<file path="src/rtl/wb_rr_arbiter.sv">
`default_nettype none
// ============================================================================
// Module : wb_rr_arbiter
// Four-master Wishbone round-robin arbiter for one shared slave, with a
// per-strobe watchdog that force-terminates a stalled transfer.
// Rev    : 1.0
// ============================================================================
module wb_rr_arbiter #(
    parameter int TIMEOUT   = 255,
    parameter int ADR_WIDTH = 32
) (
    input  logic                 wb_clk_i,
    input  logic                 wb_rst_i,

    input  logic                 wb1_cyc_i,
    input  logic                 wb1_stb_i,
    input  logic                 wb1_we_i,
    input  logic [ADR_WIDTH-1:0] wb1_adr_i,
    input  logic [31:0]          wb1_dat_i,
    input  logic [3:0]           wb1_sel_i,
    output logic [31:0]          wb1_dat_o,
    output logic                 wb1_ack_o,

    input  logic                 wb2_cyc_i,
    input  logic                 wb2_stb_i,
    input  logic                 wb2_we_i,
    input  logic [ADR_WIDTH-1:0] wb2_adr_i,
    input  logic [31:0]          wb2_dat_i,
    input  logic [3:0]           wb2_sel_i,
    output logic [31:0]          wb2_dat_o,
    output logic                 wb2_ack_o,

    input  logic                 wb3_cyc_i,
    input  logic                 wb3_stb_i,
    input  logic                 wb3_we_i,
    input  logic [ADR_WIDTH-1:0] wb3_adr_i,
    input  logic [31:0]          wb3_dat_i,
    input  logic [3:0]           wb3_sel_i,
    output logic [31:0]          wb3_dat_o,
    output logic                 wb3_ack_o,

    input  logic                 wb4_cyc_i,
    input  logic                 wb4_stb_i,
    input  logic                 wb4_we_i,
    input  logic [ADR_WIDTH-1:0] wb4_adr_i,
    input  logic [31:0]          wb4_dat_i,
    input  logic [3:0]           wb4_sel_i,
    output logic [31:0]          wb4_dat_o,
    output logic                 wb4_ack_o,

    output logic                 wbowner_cyc_o,
    output logic                 wbowner_stb_o,
    output logic                 wbowner_we_o,
    output logic [ADR_WIDTH-1:0] wbowner_adr_o,
    output logic [31:0]          wbowner_dat_o,
    output logic [3:0]           wbowner_sel_o,
    input  logic [31:0]          wbowner_dat_i,
    input  logic                 wbowner_ack_i,

    output logic [1:0]           grant_o,
    output logic                 timeout_o
);

    localparam logic [1:0] S_IDLE    = 2'd0;
    localparam logic [1:0] S_OWNED   = 2'd1;
    localparam logic [1:0] S_FLUSH   = 2'd2;
    localparam logic [7:0] C_TIMEOUT = 8'(TIMEOUT);

    logic [1:0]           state_q, state_d;
    logic [1:0]           grant_q, grant_d;
    logic [1:0]           last_q,  last_d;
    logic [7:0]           wdog_q,  wdog_d;

    logic [3:0]           w_cyc, w_stb, w_we;
    logic [ADR_WIDTH-1:0] w_adr  [4];
    logic [31:0]          w_dat  [4];
    logic [3:0]           w_sel  [4];
    logic [3:0]           w_ack;
    logic [31:0]          w_mdat [4];
    logic                 w_own_cyc, w_own_stb;
    logic [1:0]           w_base;
    logic [2:0]           w_pick;

    // Returns {found, index} of the first requester strictly after 'from'.
    function automatic logic [2:0] rr_pick(input logic [3:0] req, input logic [1:0] from);
        logic [1:0] idx;
        rr_pick = 3'b000;
        for (int k = 4; k >= 1; k--) begin
            idx = from + 2'(k);
            if (req[idx]) begin
                rr_pick = {1'b1, idx};
            end
        end
    endfunction

    assign w_cyc = {wb4_cyc_i, wb3_cyc_i, wb2_cyc_i, wb1_cyc_i};
    assign w_stb = {wb4_stb_i, wb3_stb_i, wb2_stb_i, wb1_stb_i};
    assign w_we  = {wb4_we_i,  wb3_we_i,  wb2_we_i,  wb1_we_i};

    assign w_adr[0] = wb1_adr_i;
    assign w_adr[1] = wb2_adr_i;
    assign w_adr[2] = wb3_adr_i;
    assign w_adr[3] = wb4_adr_i;
    assign w_dat[0] = wb1_dat_i;
    assign w_dat[1] = wb2_dat_i;
    assign w_dat[2] = wb3_dat_i;
    assign w_dat[3] = wb4_dat_i;
    assign w_sel[0] = wb1_sel_i;
    assign w_sel[1] = wb2_sel_i;
    assign w_sel[2] = wb3_sel_i;
    assign w_sel[3] = wb4_sel_i;

    assign w_own_cyc = w_cyc[grant_q];
    assign w_own_stb = w_stb[grant_q];

    assign wbowner_cyc_o = (state_q != S_IDLE) && w_own_cyc;
    assign wbowner_stb_o = (state_q == S_OWNED) && w_own_stb;
    assign wbowner_we_o  = w_we[grant_q];
    assign wbowner_adr_o = w_adr[grant_q];
    assign wbowner_dat_o = w_dat[grant_q];
    assign wbowner_sel_o = w_sel[grant_q];

    assign grant_o   = grant_q;
    assign timeout_o = (state_q == S_FLUSH);

    // A forced termination substitutes its own ack and dropping any late slave ack.
    always_comb begin
        w_ack = 4'b0000;
        for (int n = 0; n < 4; n++) begin
            w_mdat[n] = wbowner_dat_i;
        end
        if (state_q == S_OWNED) begin
            w_ack[grant_q] = wbowner_ack_i;
        end else if (state_q == S_FLUSH) begin
            w_ack[grant_q]  = 1'b1;
            w_mdat[grant_q] = 32'hFFFF_FFFF;
        end
    end

    assign wb1_ack_o = w_ack[0];
    assign wb2_ack_o = w_ack[1];
    assign wb3_ack_o = w_ack[2];
    assign wb4_ack_o = w_ack[3];
    assign wb1_dat_o = w_mdat[0];
    assign wb2_dat_o = w_mdat[1];
    assign wb3_dat_o = w_mdat[2];
    assign wb4_dat_o = w_mdat[3];

    assign w_base = (state_q == S_IDLE) ? last_q : grant_q;
    assign w_pick = rr_pick(w_cyc, w_base);

    always_comb begin
        state_d = state_q;
        grant_d = grant_q;
        last_d  = last_q;
        wdog_d  = wdog_q;
        case (state_q)
            S_IDLE: begin
                wdog_d = 8'd0;
                if (w_pick[2]) begin
                    grant_d = w_pick[1:0];
                    state_d = S_OWNED;
                end
            end
            S_OWNED: begin
                if (!w_own_cyc) begin
                    // Release: the owner's cyc is low, so rr_pick skips it naturally.
                    last_d = grant_q;
                    wdog_d = 8'd0;
                    if (w_pick[2]) begin
                        grant_d = w_pick[1:0];
                    end else begin
                        state_d = S_IDLE;
                    end
                end else begin
                    if (wbowner_ack_i || !w_own_stb) begin
                        wdog_d = 8'd0;
                    end else if (wdog_q != 8'hFF) begin
                        wdog_d = wdog_q + 8'd1;
                    end
                    if (wdog_d == C_TIMEOUT) begin
                        state_d = S_FLUSH;
                    end
                end
            end
            S_FLUSH: begin
                wdog_d  = 8'd0;
                state_d = S_OWNED;
            end
            default: begin
                wdog_d  = 8'd0;
                state_d = S_IDLE;
            end
        endcase
    end

    always_ff @(posedge wb_clk_i or posedge wb_rst_i) begin
        if (wb_rst_i) begin
            state_q <= S_IDLE;
            grant_q <= 2'd0;
            last_q  <= 2'd3;
            wdog_q  <= 8'd0;
        end else begin
            state_q <= state_d;
            grant_q <= grant_d;
            last_q  <= last_d;
            wdog_q  <= wdog_d;
        end
    end

endmodule
`default_nettype wire

</file>
<file path="config.mk">
export PLATFORM = sky130hd
export DESIGN_NAME = wb_rr_arbiter
export DESIGN_NICKNAME = d
export VERILOG_FILES = /design/src/rtl/wb_rr_arbiter.sv
export SDC_FILE = /design/constraint.sdc
export NUM_CORES = 1
export LEC_CHECK = 0
export BUFFER_PORTS_ARGS = -buffer_cell sky130_fd_sc_hd__buf_2
export CAP_MARGIN = 20
export CORE_AREA = 2 2 206 208
export DETAILED_ROUTE_END_ITERATION = 12
export DIE_AREA = 0 0 208 210
export SKIP_CTS_REPAIR_TIMING = 1
export SLEW_MARGIN = 15
export SYNTH_ARGS = -nofsm -noshare
export SYNTH_HDL_FRONTEND = slang
export SYNTH_SLANG_ARGS = --single-unit
</file>
<file path="constraint.sdc">
create_clock -name wb_clk_i -period 1.98 [get_ports wb_clk_i]
set_input_delay 0.297 -clock wb_clk_i [delete_from_list [all_inputs] [get_ports wb_clk_i]]
set_output_delay 0.297 -clock wb_clk_i [all_outputs]
set_load 0.01 [all_outputs]
</file>
# Yosys cells after proc, flatten, opt, wreduce, memory -nomap -nowiden
# Index checks and enable logic that the tools add are counted.
[word_totals] in_bits=319 regBits=14
[classes] addsub=4 n_mux=50 order_cmp=8 reduce_logical=12 n_eq_ne=8 bitwise_logic=4
[ops] cell="$mux 128" n=2
[ops] cell="$mux 32" n=5
[ops] cell="$bmux 32 s2" n=2
[ops] cell="$or 128x128->128" n=1
[ops] cell="$demux 32 s2" n=1
[ops] cell="$mux 8" n=6
[ops] cell="$mux 4" n=4
[ops] cell="$lt 2x3->1 const B" n=5
[ops] cell="$bmux 1 s2" n=7
[ops] cell="$mux 2" n=7
[ops] cell="$mux 3" n=4
[ops] cell="$add 8x1->8 const B" n=1
[ops] cell="$bmux 4 s2" n=1
[ops] cell="$eq 8x8->1 const B" n=1
[ops] cell="$mux 1" n=8
[ops] cell="$ne 8x8->1 const B" n=1
[ops] cell="$pmux 2 s3" n=1
[ops] cell="$add 2x2->2 const B" n=2
[ops] cell="$and 4x4->4" n=1
[ops] cell="$logic_and 1x1->1" n=4
[ops] cell="$ne 2x2->1 const B" n=2
[ops] cell="$pmux 2 s2" n=1
[ops] cell="$reduce_and 2->1" n=2
[ops] cell="$reduce_bool 2->1" n=2
[ops] cell="15 further kinds" n=15

# Logic depth before layout (Yosys ltp)
# Gate-level depths: netlist of run 1.
[depth] word_depth=11 ltp_mapped=6 mapped_depth_nobuf=6

# Least setup slack after synthesis of run 1
# No wires, ideal clock.
[synth_path] kind="register -> output" from="register grant_q[0] (netlist: grant_o[0])" to="output wbowner_adr_o[10]" arrival_ps=1654 path_stages_with_launch=5 n_path_buf=3 path_slack_ps=29 path_cell_list="dfrtp_1 -> buf_6 -> buf_2 -> buf_2 -> mux4_2"
[synth_between] elab_chain_len=4
[synth_rtl] element="from (decl)" line="70" rtl="logic [1:0] grant_q, grant_d;"
[synth_rtl] element="from (signal assigned)" line="205" rtl="grant_q <= grant_d;"
[synth_rtl] element="$not 2->3 (not written as such)" line="119" rtl="assign wbowner_adr_o = w_adr[grant_q];"
[synth_rtl] element="$bmux 32 s2" line="119"
[synth_rtl] element="$mux 32 (not written as such) (2 in a row)" line="119"
[synth_rtl] element="to (decl)" line="54" rtl="output logic [ADR_WIDTH-1:0] wbowner_adr_o,"
# No other way between the ends. The select of a mux whose other input is x is not followed.

# Final worst setup path of run 1
[layout_path] from="register grant_q[0] (netlist: grant_o[0])" to="output wbowner_adr_o[20]"
# The elaborated chain is that of the path after synthesis.

==> results.py, run 1 <==
metrics = {
    "outcome": {
        "status": "finished, violations left",
        "failed_checks": "negative setup slack",
    },
    "synth": {
        "seq_area_frac_synth_pct": 9.93,
        "synth_cells": 350,
        "synth-xor-area-share_pct": 0.247,
        "post_synthesis_mean_instance_area_um2": 10.1,
        "dominant_combinational_cell_family_by_area_after_synthesis": "multiplexers",
        "synth_enable_flop_cells": 0,
        "ys_ff_latch": 14,
        "post_synth_instance_area_um2": 3550,
        "synth_top_area_share_pct": 43.7,
        "syn-num-nets": 670,
        "synthFlopType": "sky130_fd_sc_hd__dfrtp_1",
        "yosys.area_share.adder_pct": 0.352,
        "simple_logic_cell_fraction_of_the_synthesized_area_pct": 32.1,
        "synth-warning-count": 0,
        "share_of_the_synthesized_area_in_compound_gates_ao_oa_aoi_oai_pct": 4.90,
        "yosys.area.top_type": "sky130_fd_sc_hd__mux4_2",
        "unique_cell_type_count_in_the_yosys_netlist": 46,
        "synth_top_cells_by_area": "sky130_fd_sc_hd__mux4_2 (44%), sky130_fd_sc_hd__or2_2 (17%), sky130_fd_sc_hd__dfrtp_1 (8.5%)",
        "synth-async-reset-ratio_pct": 100,
        "synthMuxAreaShare_pct": 48.3,
    },
    "place": {
        "dpl-instance-area_um2": 7080,
        "port_buf_inserts": 524,
        "dp_hpwl_mm": 25.5,
        "place_congestion": 0.922,
    },
    "clocking": {
        "cts-htree-levels": 1,
        "cts-buffers-inserted": 3,
        "tritoncts": "done",
        "max-clock-path-buffers": 2,
        "clk_latency_ps": 250,
        "clock-root-buffer": "sky130_fd_sc_hd__clkbuf_16",
        "clk_pin_slew_worst_paths_ps": 50,
        "clock_sinks": 14,
    },
    "job": {
        "timing.max_cap.violations": 0,
    },
    "route": {
        "drtAntennaViolNets": 0,
        "firstDrtPassIters": 4,
        "drt_wl_total_mm": 30.1,
        "num_vias": 5483,
        "wl_per_cell_um": 20.7,
        "drtIter0Drc": 467,
        "detail_route.drc_violations": 0,
        "route.detailed.vias_per_inst": 3.77,
    },
    "worst_setup_path": {
        "critical_path.reg2reg.startpoint": "grant_o[0]",
        "crit_path_top_delay_cell": "sky130_fd_sc_hd__mux4_2",
        "worstPathRequired_ps": 1680,
        "cpLargestDelayFamily": "multiplexers",
        "start_kind": "register",
        "worstPathBufferInverterCount": 3,
        "timing.critical_path.to_type": "output port",
        "crit_arrival_ps": 1850,
        "path_cells": "buf_16, buf_12, mux4_2, buf_6",
        "crit_path_max_incr_delay_ps": 570,
        "r2r-end": "grant_o[1]",
        "critical_path_start_end_classification": "reg2out",
        "worstRegToRegCells": 6,
        "critPathMaxFanout": 14,
        "rrSetupSlack_ps": -70,
    },
    "pwr": {
        "p_leak_nw": 3.96,
        "power.internal_w": 0.00454,
        "clock_power_share_pct": 5.4,
        "peakVddDrop_mv": 0.310,
        "p_seq_share_pct": 5.4,
        "switching_power_share_of_the_total_pct": 43.2,
        "pwr-share-comb_pct": 89.2,
        "switching_power_w": 0.00345,
        "p_per_cell_area_nw_per_um2": 996,
    },
    "floorplanning": {
        "die_height_um": 210,
        "fp.dieArea_um2": 43700,
        "width_of_the_chip_um": 208,
        "effective_utilization_at_floorplan_pct": 8.56,
        "core-area_um2": 41500,
        "ioPinCount": 525,
        "std_cell_rows": 75,
    },
    "final_layout": {
        "nets": 1224,
        "final_design_area_no_fill_um2": 8030,
        "drive_above_1_share_pct": 85.6,
        "most-common-layout-cells": "sky130_fd_sc_hd__buf_2 (476), sky130_fd_sc_hd__or2_2 (76), sky130_fd_sc_hd__mux4_2 (69), sky130_fd_sc_hd__buf_6 (54), sky130_fd_sc_hd__nand2b_1 (37)",
        "synthToLayoutAreaGrowth_pct": 126,
        "layout_commonest_cell": "sky130_fd_sc_hd__buf_2",
        "post-route-util_pct": 19.4,
    },
    "timing": {
        "finalHoldViolCount": 0,
        "finalSetupViolCount": 171,
        "final_min_period_over_clock_period_pct": 109,
        "setup_slack_ps": -168,
        "clock_skew_ps": 3.79,
        "timing.final.max_slew_violations": 0,
        "fmax_mhz": 465,
        "fin_worst_hold_slack_ps": 117,
        "tightestPinTransition_ps": 586,
        "rsz_0062_raised_after_global_routing": "true",
        "finalCriticalPeriod_ps": 2150,
        "slew_headroom_pct": 60.9,
    },
    "global_route": {
        "first_global_vias": 5148,
        "grt_overflow": 0,
        "global_route_total_usage_across_every_layer_pct": 11.7,
        "grt_pass1_wl_mm": 37.1,
        "antenna_violations_before_repair": 20,
        "grt_start_max_net_pins": 33,
    },
    "worst_hold_path": {
        "hold_path_class": "in2async",
    },
}
worst reg2reg max path, stage by stage, from the launching register on:
cell and delay, ps:
sky130_fd_sc_hd__dfrtp_4 520, sky130_fd_sc_hd__buf_12 160, sky130_fd_sc_hd__mux2i_2 260, sky130_fd_sc_hd__mux2i_4 120, sky130_fd_sc_hd__and2_1 170, sky130_fd_sc_hd__or3_4 390, sky130_fd_sc_hd__mux2_4 300
cell usage after synthesis (all sizes together) (2+ instances only):
master / instances
clkbuf: 17
and3: 5
nand2b: 38
nand3: 3
mux2i: 7
mux2: 6
a211oi: 2
dfstp: 2
nand4: 4
dfrtp: 12
or2: 99
o21ai: 3
nor3: 3
a2111oi: 2
and2: 3
a21oi: 9
nand2: 8
mux4: 69
o2111ai: 2
nor2: 20
inv: 5
nor2b: 2
and4: 2
buf: 13
layout make-up:
type | instances | area [um^2]
fill | 4650 | 33400
timing repair buffer | 579 | 3680
multi-input combinational | 301 | 3180
tap | 539 | 674
sequential | 14 | 360
clock buffer | 4 | 88.8
antenna | 11 | 27.5
inverter | 5 | 18.8
cells by family (layout without fill, tap and decap cells):
family	Yosys count	in the layout
adders and majority gates	1	1
muxes	82	82
DFF	14	14
xor gates and xnor gates	1	1
buffers and inverters	35	588
and+or+nand+nor	192	192
AOI/OAI and AO/OA	25	25
other	0	11
layer usage:
metal	GRT usage (%)	vias to the layer above	routed length [um]
met1	14.7	2575	11800
li1	-	2444	-
met3	3.92	57	3170
met2	19.0	389	14000
met5	0	-	123
met4	3.28	18	926
sequential cells by signal, summed over array words and instances, names as in the netlist:
register	cells
state_q	2
last_q	2
grant_o	2
wdog_q	8
power groups by stage:
stage	clock (W)	sequential, W	combinational [W]
detailed placement	0	0.000445	0.00584
global placement	0	0.000440	0.00582
floorplan	0	0.000413	0.00321
global route	0.000454	0.000434	0.00746
finish	0.000431	0.000431	0.00714
CTS	0.000442	0.000440	0.00589
stage by stage:
step	worst slack [ps]	std cells	TNS, ps	power (W)
floorplan	29.1	350	0	0.00363
global placement	-123	1416	-4070	0.00626
detailed placement	-220	1416	-7220	0.00629
CTS	-467	1420	-32400	0.00677
global route	-203	1447	-23770	0.00835
finish	-168	1453	-14070	0.00800
how the worst max path moves through the flow:
stage          startpoint                end  slack, ps  cells after the start
4_1_cts        grant_o[1]      wb2_dat_o[22]       -470                      4
5_1_grt        grant_o[0]      wb3_dat_o[31]       -200                      8
2_1_floorplan  grant_o[0]  wbowner_adr_o[10]         30                      4
3_5_place_dp   grant_o[1]      wb2_dat_o[22]       -220                      4
3_3_place_gp   grant_o[1]      wb2_dat_o[21]       -120                      4
6_report       grant_o[0]  wbowner_adr_o[20]       -170                      4
Note: power is estimated with default switching activity, not from simulation.
==> run 2, diff against run 1 <==
--- a/config.mk
+++ b/config.mk
@@ -5,13 +5,15 @@
 export SDC_FILE = /design/constraint.sdc
 export NUM_CORES = 1
 export LEC_CHECK = 0
-export BUFFER_PORTS_ARGS = -buffer_cell sky130_fd_sc_hd__buf_2
+export BUFFER_PORTS_ARGS = -buffer_cell sky130_fd_sc_hd__buf_4
 export CAP_MARGIN = 20
 export CORE_AREA = 2 2 206 208
 export DETAILED_ROUTE_END_ITERATION = 12
 export DIE_AREA = 0 0 208 210
+export MAX_ROUTING_LAYER = met4
 export SKIP_CTS_REPAIR_TIMING = 1
 export SLEW_MARGIN = 15
 export SYNTH_ARGS = -nofsm -noshare
 export SYNTH_HDL_FRONTEND = slang
 export SYNTH_SLANG_ARGS = --single-unit
+export TNS_END_PERCENT = 20
==> results.py, run 2 (synthesized netlist as in run 1, its figures left out) <==
metrics = {
    "worst_setup_path": {
        "timing.critical_path.to_type": "output port",
        "worstPathRequired_ps": 1680,
        "worstRegToRegCells": 6,
        "crit_arrival_ps": 1830,
        "worst_setup_path_endpoint": "wbowner_adr_o[24]",
        "critical_path.reg2reg.startpoint": "grant_o[0]",
        "r2r-end": "grant_o[0]",
        "critical_path_start_end_classification": "reg2out",
        "setup.worst_path.start": "grant_o[0]",
        "critPathMaxFanout": 13,
        "start_kind": "register",
        "rrSetupSlack_ps": -100,
    },
    "route": {
        "wl_per_cell_um": 21.3,
        "drt_wl_total_mm": 30.5,
        "firstDrtPassIters": 4,
        "drtAntennaViolNets": 0,
        "drtIter0Drc": 344,
        "route.detailed.vias_per_inst": 3.76,
        "num_vias": 5378,
        "detail_route.drc_violations": 0,
    },
    "clocking": {
        "clock-root-buffer": "sky130_fd_sc_hd__clkbuf_16",
        "clk_pin_slew_worst_paths_ps": 50,
        "cts-htree-levels": 1,
        "clk_latency_ps": 240,
        "tritoncts": "done",
        "clock_sinks": 14,
        "cts-buffers-inserted": 3,
        "max-clock-path-buffers": 2,
    },
    "outcome": {
        "failed_checks": "negative setup slack",
        "status": "finished, violations left",
    },
    "timing": {
        "tightestPinTransition_ps": 598,
        "clock_skew_ps": 4.16,
        "fmax_mhz": 470,
        "fin_worst_hold_slack_ps": 132,
        "setup_slack_ps": -146,
        "finalHoldViolCount": 0,
        "finalCriticalPeriod_ps": 2130,
        "timing.final.max_slew_violations": 0,
        "finalSetupViolCount": 134,
        "final_min_period_over_clock_period_pct": 107,
        "rsz_0062_raised_after_global_routing": "true",
        "slew_headroom_pct": 60.1,
        "setup_total_negative_slack_ps": -11020,
    },
    "pwr": {
        "p_leak_nw": 4.28,
        "p_per_cell_area_nw_per_um2": 901,
        "peakVddDrop_mv": 0.382,
    },
    "global_route": {
        "first_global_vias": 5357,
        "global_route_total_usage_across_every_layer_pct": 12.4,
        "grt_start_max_net_pins": 70,
        "grt_pass1_wl_mm": 38.3,
        "antenna_violations_before_repair": 5,
        "grt_overflow": 0,
    },
    "place": {
        "place_congestion": 0.931,
        "dp_hpwl_mm": 25.9,
        "post_place_setup_slack_ps": -189,
        "port_buf_inserts": 524,
        "placed_cells_incl_taps": 1411,
    },
    "final_layout": {
        "finish.cell_count_without_fillers": 1432,
        "synthToLayoutAreaGrowth_pct": 154,
        "most-common-layout-cells": "sky130_fd_sc_hd__buf_4 (495), sky130_fd_sc_hd__or2_2 (74), sky130_fd_sc_hd__mux4_2 (69), sky130_fd_sc_hd__buf_6 (53), sky130_fd_sc_hd__nand2b_1 (36)",
        "regMostFlops": "wdog_q",
        "nets": 1210,
        "drive_above_1_share_pct": 86.1,
        "largest_register_ffs": 8,
        "layout_commonest_cell": "sky130_fd_sc_hd__buf_4",
        "post-route-util_pct": 21.7,
    },
    "floorplanning": {
        "width_of_the_chip_um": 208,
        "die_height_um": 210,
        "fp.dieArea_um2": 43700,
        "core-area_um2": 41500,
        "effective_utilization_at_floorplan_pct": 8.56,
        "ioPinCount": 525,
        "std_cell_rows": 75,
    },
    "worst_hold_path": {
        "hold_path_class": "in2async",
    },
    "job": {
        "timing.max_cap.violations": 0,
    },
}
-- run 2: changes by cell type in the layout (fill, tap and decap cells not counted), sizes merged --
cell,before,now
buf,572,561
clkbuf,11,8
diode,11,4
-- run 2: area by class of cell --
cell class              count  area, um^2
diodes                      4        10.0
clock buffers               4        88.8
fillers                  4540       32500
inverters                   5        18.8
multi-input cells         301        3190
flip-flops and latches     14         360
well taps                 539         674
repair buffers            565        4670
-- run 2: critical path, cell delays in order (launching register included) --
cell	delay, ps
sky130_fd_sc_hd__dfrtp_4	480
sky130_fd_sc_hd__buf_16	190
sky130_fd_sc_hd__buf_4	160
sky130_fd_sc_hd__mux4_2	550
sky130_fd_sc_hd__buf_4	180
-- run 2: routing by layer --
metal / wire length (um) / vias up / track usage (%)
met3: 2350 / 20 / 2.26
met5: 0 / - / -
met2: 15000 / 354 / 20.2
li1: - / 2397 / -
met1: 12500 / 2607 / 15.9
met4: 656 / 0 / 2.67
-- run 2: worst min path at each step --
stage	startpoint	endpoint	slack [ps]	depth (start not counted)
2_1_floorplan	wb_rst_i	grant_o[0]	180	1
3_3_place_gp	wb_rst_i	wdog_q[0]	420	2
3_5_place_dp	wb_rst_i	wdog_q[0]	430	2
4_1_cts	wb_rst_i	state_q[1]	170	2
5_1_grt	wb_rst_i	state_q[1]	200	2
6_report	wb_rst_i	state_q[0]	130	2
-- run 2: power by group --
part / switching [W] / internal (W)
logic: 0.00321 / 0.00406
registers: 0.0000639 / 0.000368
clock network: 0.000122 / 0.000306
total: 0.00339 / 0.00473
-- run 2: metrics by stage --
step / total power [W] / cell area, um^2
after floorplan: 0.00363 / 3550
after global placement: 0.00695 / 8340
after detailed placement: 0.00697 / 8340
after CTS: 0.00745 / 8430
after global routing: 0.00853 / 9010
final: 0.00813 / 9020
==> run 3, diff against run 2 <==
--- a/config.mk
+++ b/config.mk
@@ -7,10 +7,13 @@
 export LEC_CHECK = 0
 export BUFFER_PORTS_ARGS = -buffer_cell sky130_fd_sc_hd__buf_4
 export CAP_MARGIN = 20
-export CORE_AREA = 2 2 206 208
+export CELL_PAD_IN_SITES_DETAIL_PLACEMENT = 0
+export CELL_PAD_IN_SITES_GLOBAL_PLACEMENT = 1
+export CORE_AREA = 2 2 204 206
 export DETAILED_ROUTE_END_ITERATION = 12
-export DIE_AREA = 0 0 208 210
+export DIE_AREA = 0 0 206 208
 export MAX_ROUTING_LAYER = met4
+export PLACE_DENSITY_LB_ADDON = 0.1
 export SKIP_CTS_REPAIR_TIMING = 1
 export SLEW_MARGIN = 15
 export SYNTH_ARGS = -nofsm -noshare
==> results.py, run 3 (synthesized netlist as in run 1, its figures left out) <==
metrics = {
    "global_route": {
        "antenna_violations_before_repair": 16,
        "grt_pass1_wl_mm": 46.0,
        "first_global_vias": 5616,
        "grt_start_max_net_pins": 69,
        "grt_overflow": 0,
        "global_route_total_usage_across_every_layer_pct": 15.7,
    },
    "timing": {
        "setup_slack_ps": -130,
        "finalSetupViolCount": 192,
        "finalHoldViolCount": 0,
        "timing.final.max_slew_violations": 0,
        "finalCriticalPeriod_ps": 2110,
        "fmax_mhz": 474,
        "final_min_period_over_clock_period_pct": 107,
        "setup_total_negative_slack_ps": -12070,
        "clock_skew_ps": 2.48,
        "fin_worst_hold_slack_ps": 143,
        "rsz_0062_raised_after_global_routing": "true",
        "slew_headroom_pct": 57.1,
        "tightestPinTransition_ps": 643,
    },
    "pwr": {
        "p_leak_nw": 4.18,
        "power_w": 0.00789,
        "peakVddDrop_mv": 0.405,
        "p_per_cell_area_nw_per_um2": 897,
    },
    "worst_setup_path": {
        "critical_path_start_end_classification": "reg2out",
        "rrSetupSlack_ps": -80,
        "worstRegToRegCells": 6,
        "critPathMaxFanout": 32,
        "crit_arrival_ps": 1810,
        "worstPathRequired_ps": 1680,
        "timing.critical_path.to_type": "output port",
        "start_kind": "register",
    },
    "route": {
        "route.detailed.vias_per_inst": 3.69,
        "num_vias": 5285,
        "firstDrtPassIters": 4,
        "detail_route.drc_violations": 0,
        "wl_per_cell_um": 24.8,
        "drt_wl_total_mm": 35.5,
        "drtIter0Drc": 221,
        "drtAntennaViolNets": 0,
    },
    "clocking": {
        "clock-root-buffer": "sky130_fd_sc_hd__clkbuf_16",
        "cts-buffers-inserted": 3,
        "tritoncts": "done",
        "clock_sinks": 14,
        "clk_latency_ps": 250,
        "cts-htree-levels": 1,
        "max-clock-path-buffers": 2,
        "clk_pin_slew_worst_paths_ps": 50,
    },
    "final_layout": {
        "layout_commonest_cell": "sky130_fd_sc_hd__buf_4",
        "most-common-layout-cells": "sky130_fd_sc_hd__buf_4 (517), sky130_fd_sc_hd__or2_2 (98), sky130_fd_sc_hd__mux4_2 (69), sky130_fd_sc_hd__nand2b_1 (36), sky130_fd_sc_hd__buf_6 (29)",
        "synthToLayoutAreaGrowth_pct": 148,
        "regMostFlops": "wdog_q",
        "drive_above_1_share_pct": 85.7,
        "post-route-util_pct": 21.7,
        "nets": 1204,
        "final_design_area_no_fill_um2": 8800,
        "largest_register_ffs": 8,
    },
    "place": {
        "dpl-instance-area_um2": 8350,
        "dp_hpwl_mm": 30.7,
        "port_buf_inserts": 524,
        "place_congestion": 0.885,
    },
    "floorplanning": {
        "width_of_the_chip_um": 206,
        "effective_utilization_at_floorplan_pct": 8.76,
        "core-area_um2": 40600,
        "fp.dieArea_um2": 42800,
        "die_height_um": 208,
        "ioPinCount": 525,
        "std_cell_rows": 74,
    },
    "outcome": {
        "failed_checks": "negative setup slack",
        "status": "finished, violations left",
    },
    "worst_hold_path": {
        "hold_path_class": "in2async",
    },
    "job": {
        "timing.max_cap.violations": 0,
    },
}
-- run 3: layer usage --
layer	GRT usage [%]	share of wire, %
met3	4.90	8.6
met5	-	0
met1	15.8	35
met4	3.25	1.5
met2	29.4	55
-- run 3: path summary, 6_finish.rpt --
kind                            start      endpoint
setup / recovery           grant_o[0]  wb1_dat_o[0]
hold / removal               wb_rst_i    grant_o[1]
setup reg to reg           grant_o[0]    state_q[0]
hold reg to reg             last_q[1]     last_q[1]
max in group asynchronous    wb_rst_i    grant_o[0]
min in group wb_clk_i       last_q[1]     last_q[1]
-- run 3: worst max-delay path, cell delays in order, from the launching register on --
cell and delay [ps]:
sky130_fd_sc_hd__dfrtp_4 520, sky130_fd_sc_hd__buf_12 140, sky130_fd_sc_hd__clkbuf_16 180, sky130_fd_sc_hd__nor3_2 230, sky130_fd_sc_hd__buf_12 210, sky130_fd_sc_hd__or2_2 150
sky130_fd_sc_hd__buf_4 110
-- run 3: power by group --
part	internal, W	total, W	switching (W)
clock network	0.000273	0.000407	0.000133
logic	0.00401	0.00699	0.00298
registers	0.000368	0.000493	0.000125
total	0.00465	0.00789	0.00324
-- run 3: layout make-up --
type / count / area [um^2]
fillers: 4535 / 31800
flip-flops and latches: 14 / 360
well taps: 532 / 666
inverters: 5 / 18.8
repair buffers: 559 / 4490
clock buffers: 4 / 78.8
diodes: 16 / 40.0
multi-input cells: 301 / 3150
-- run 3: per-stage QoR --
step | std cells | worst slack, ps
5_1_grt | 1431 | -211
3_3_place_gp | 1404 | -28.2
2_1_floorplan | 350 | 29.1
6_report | 1431 | -130
4_1_cts | 1408 | -343
3_5_place_dp | 1404 | -52.1
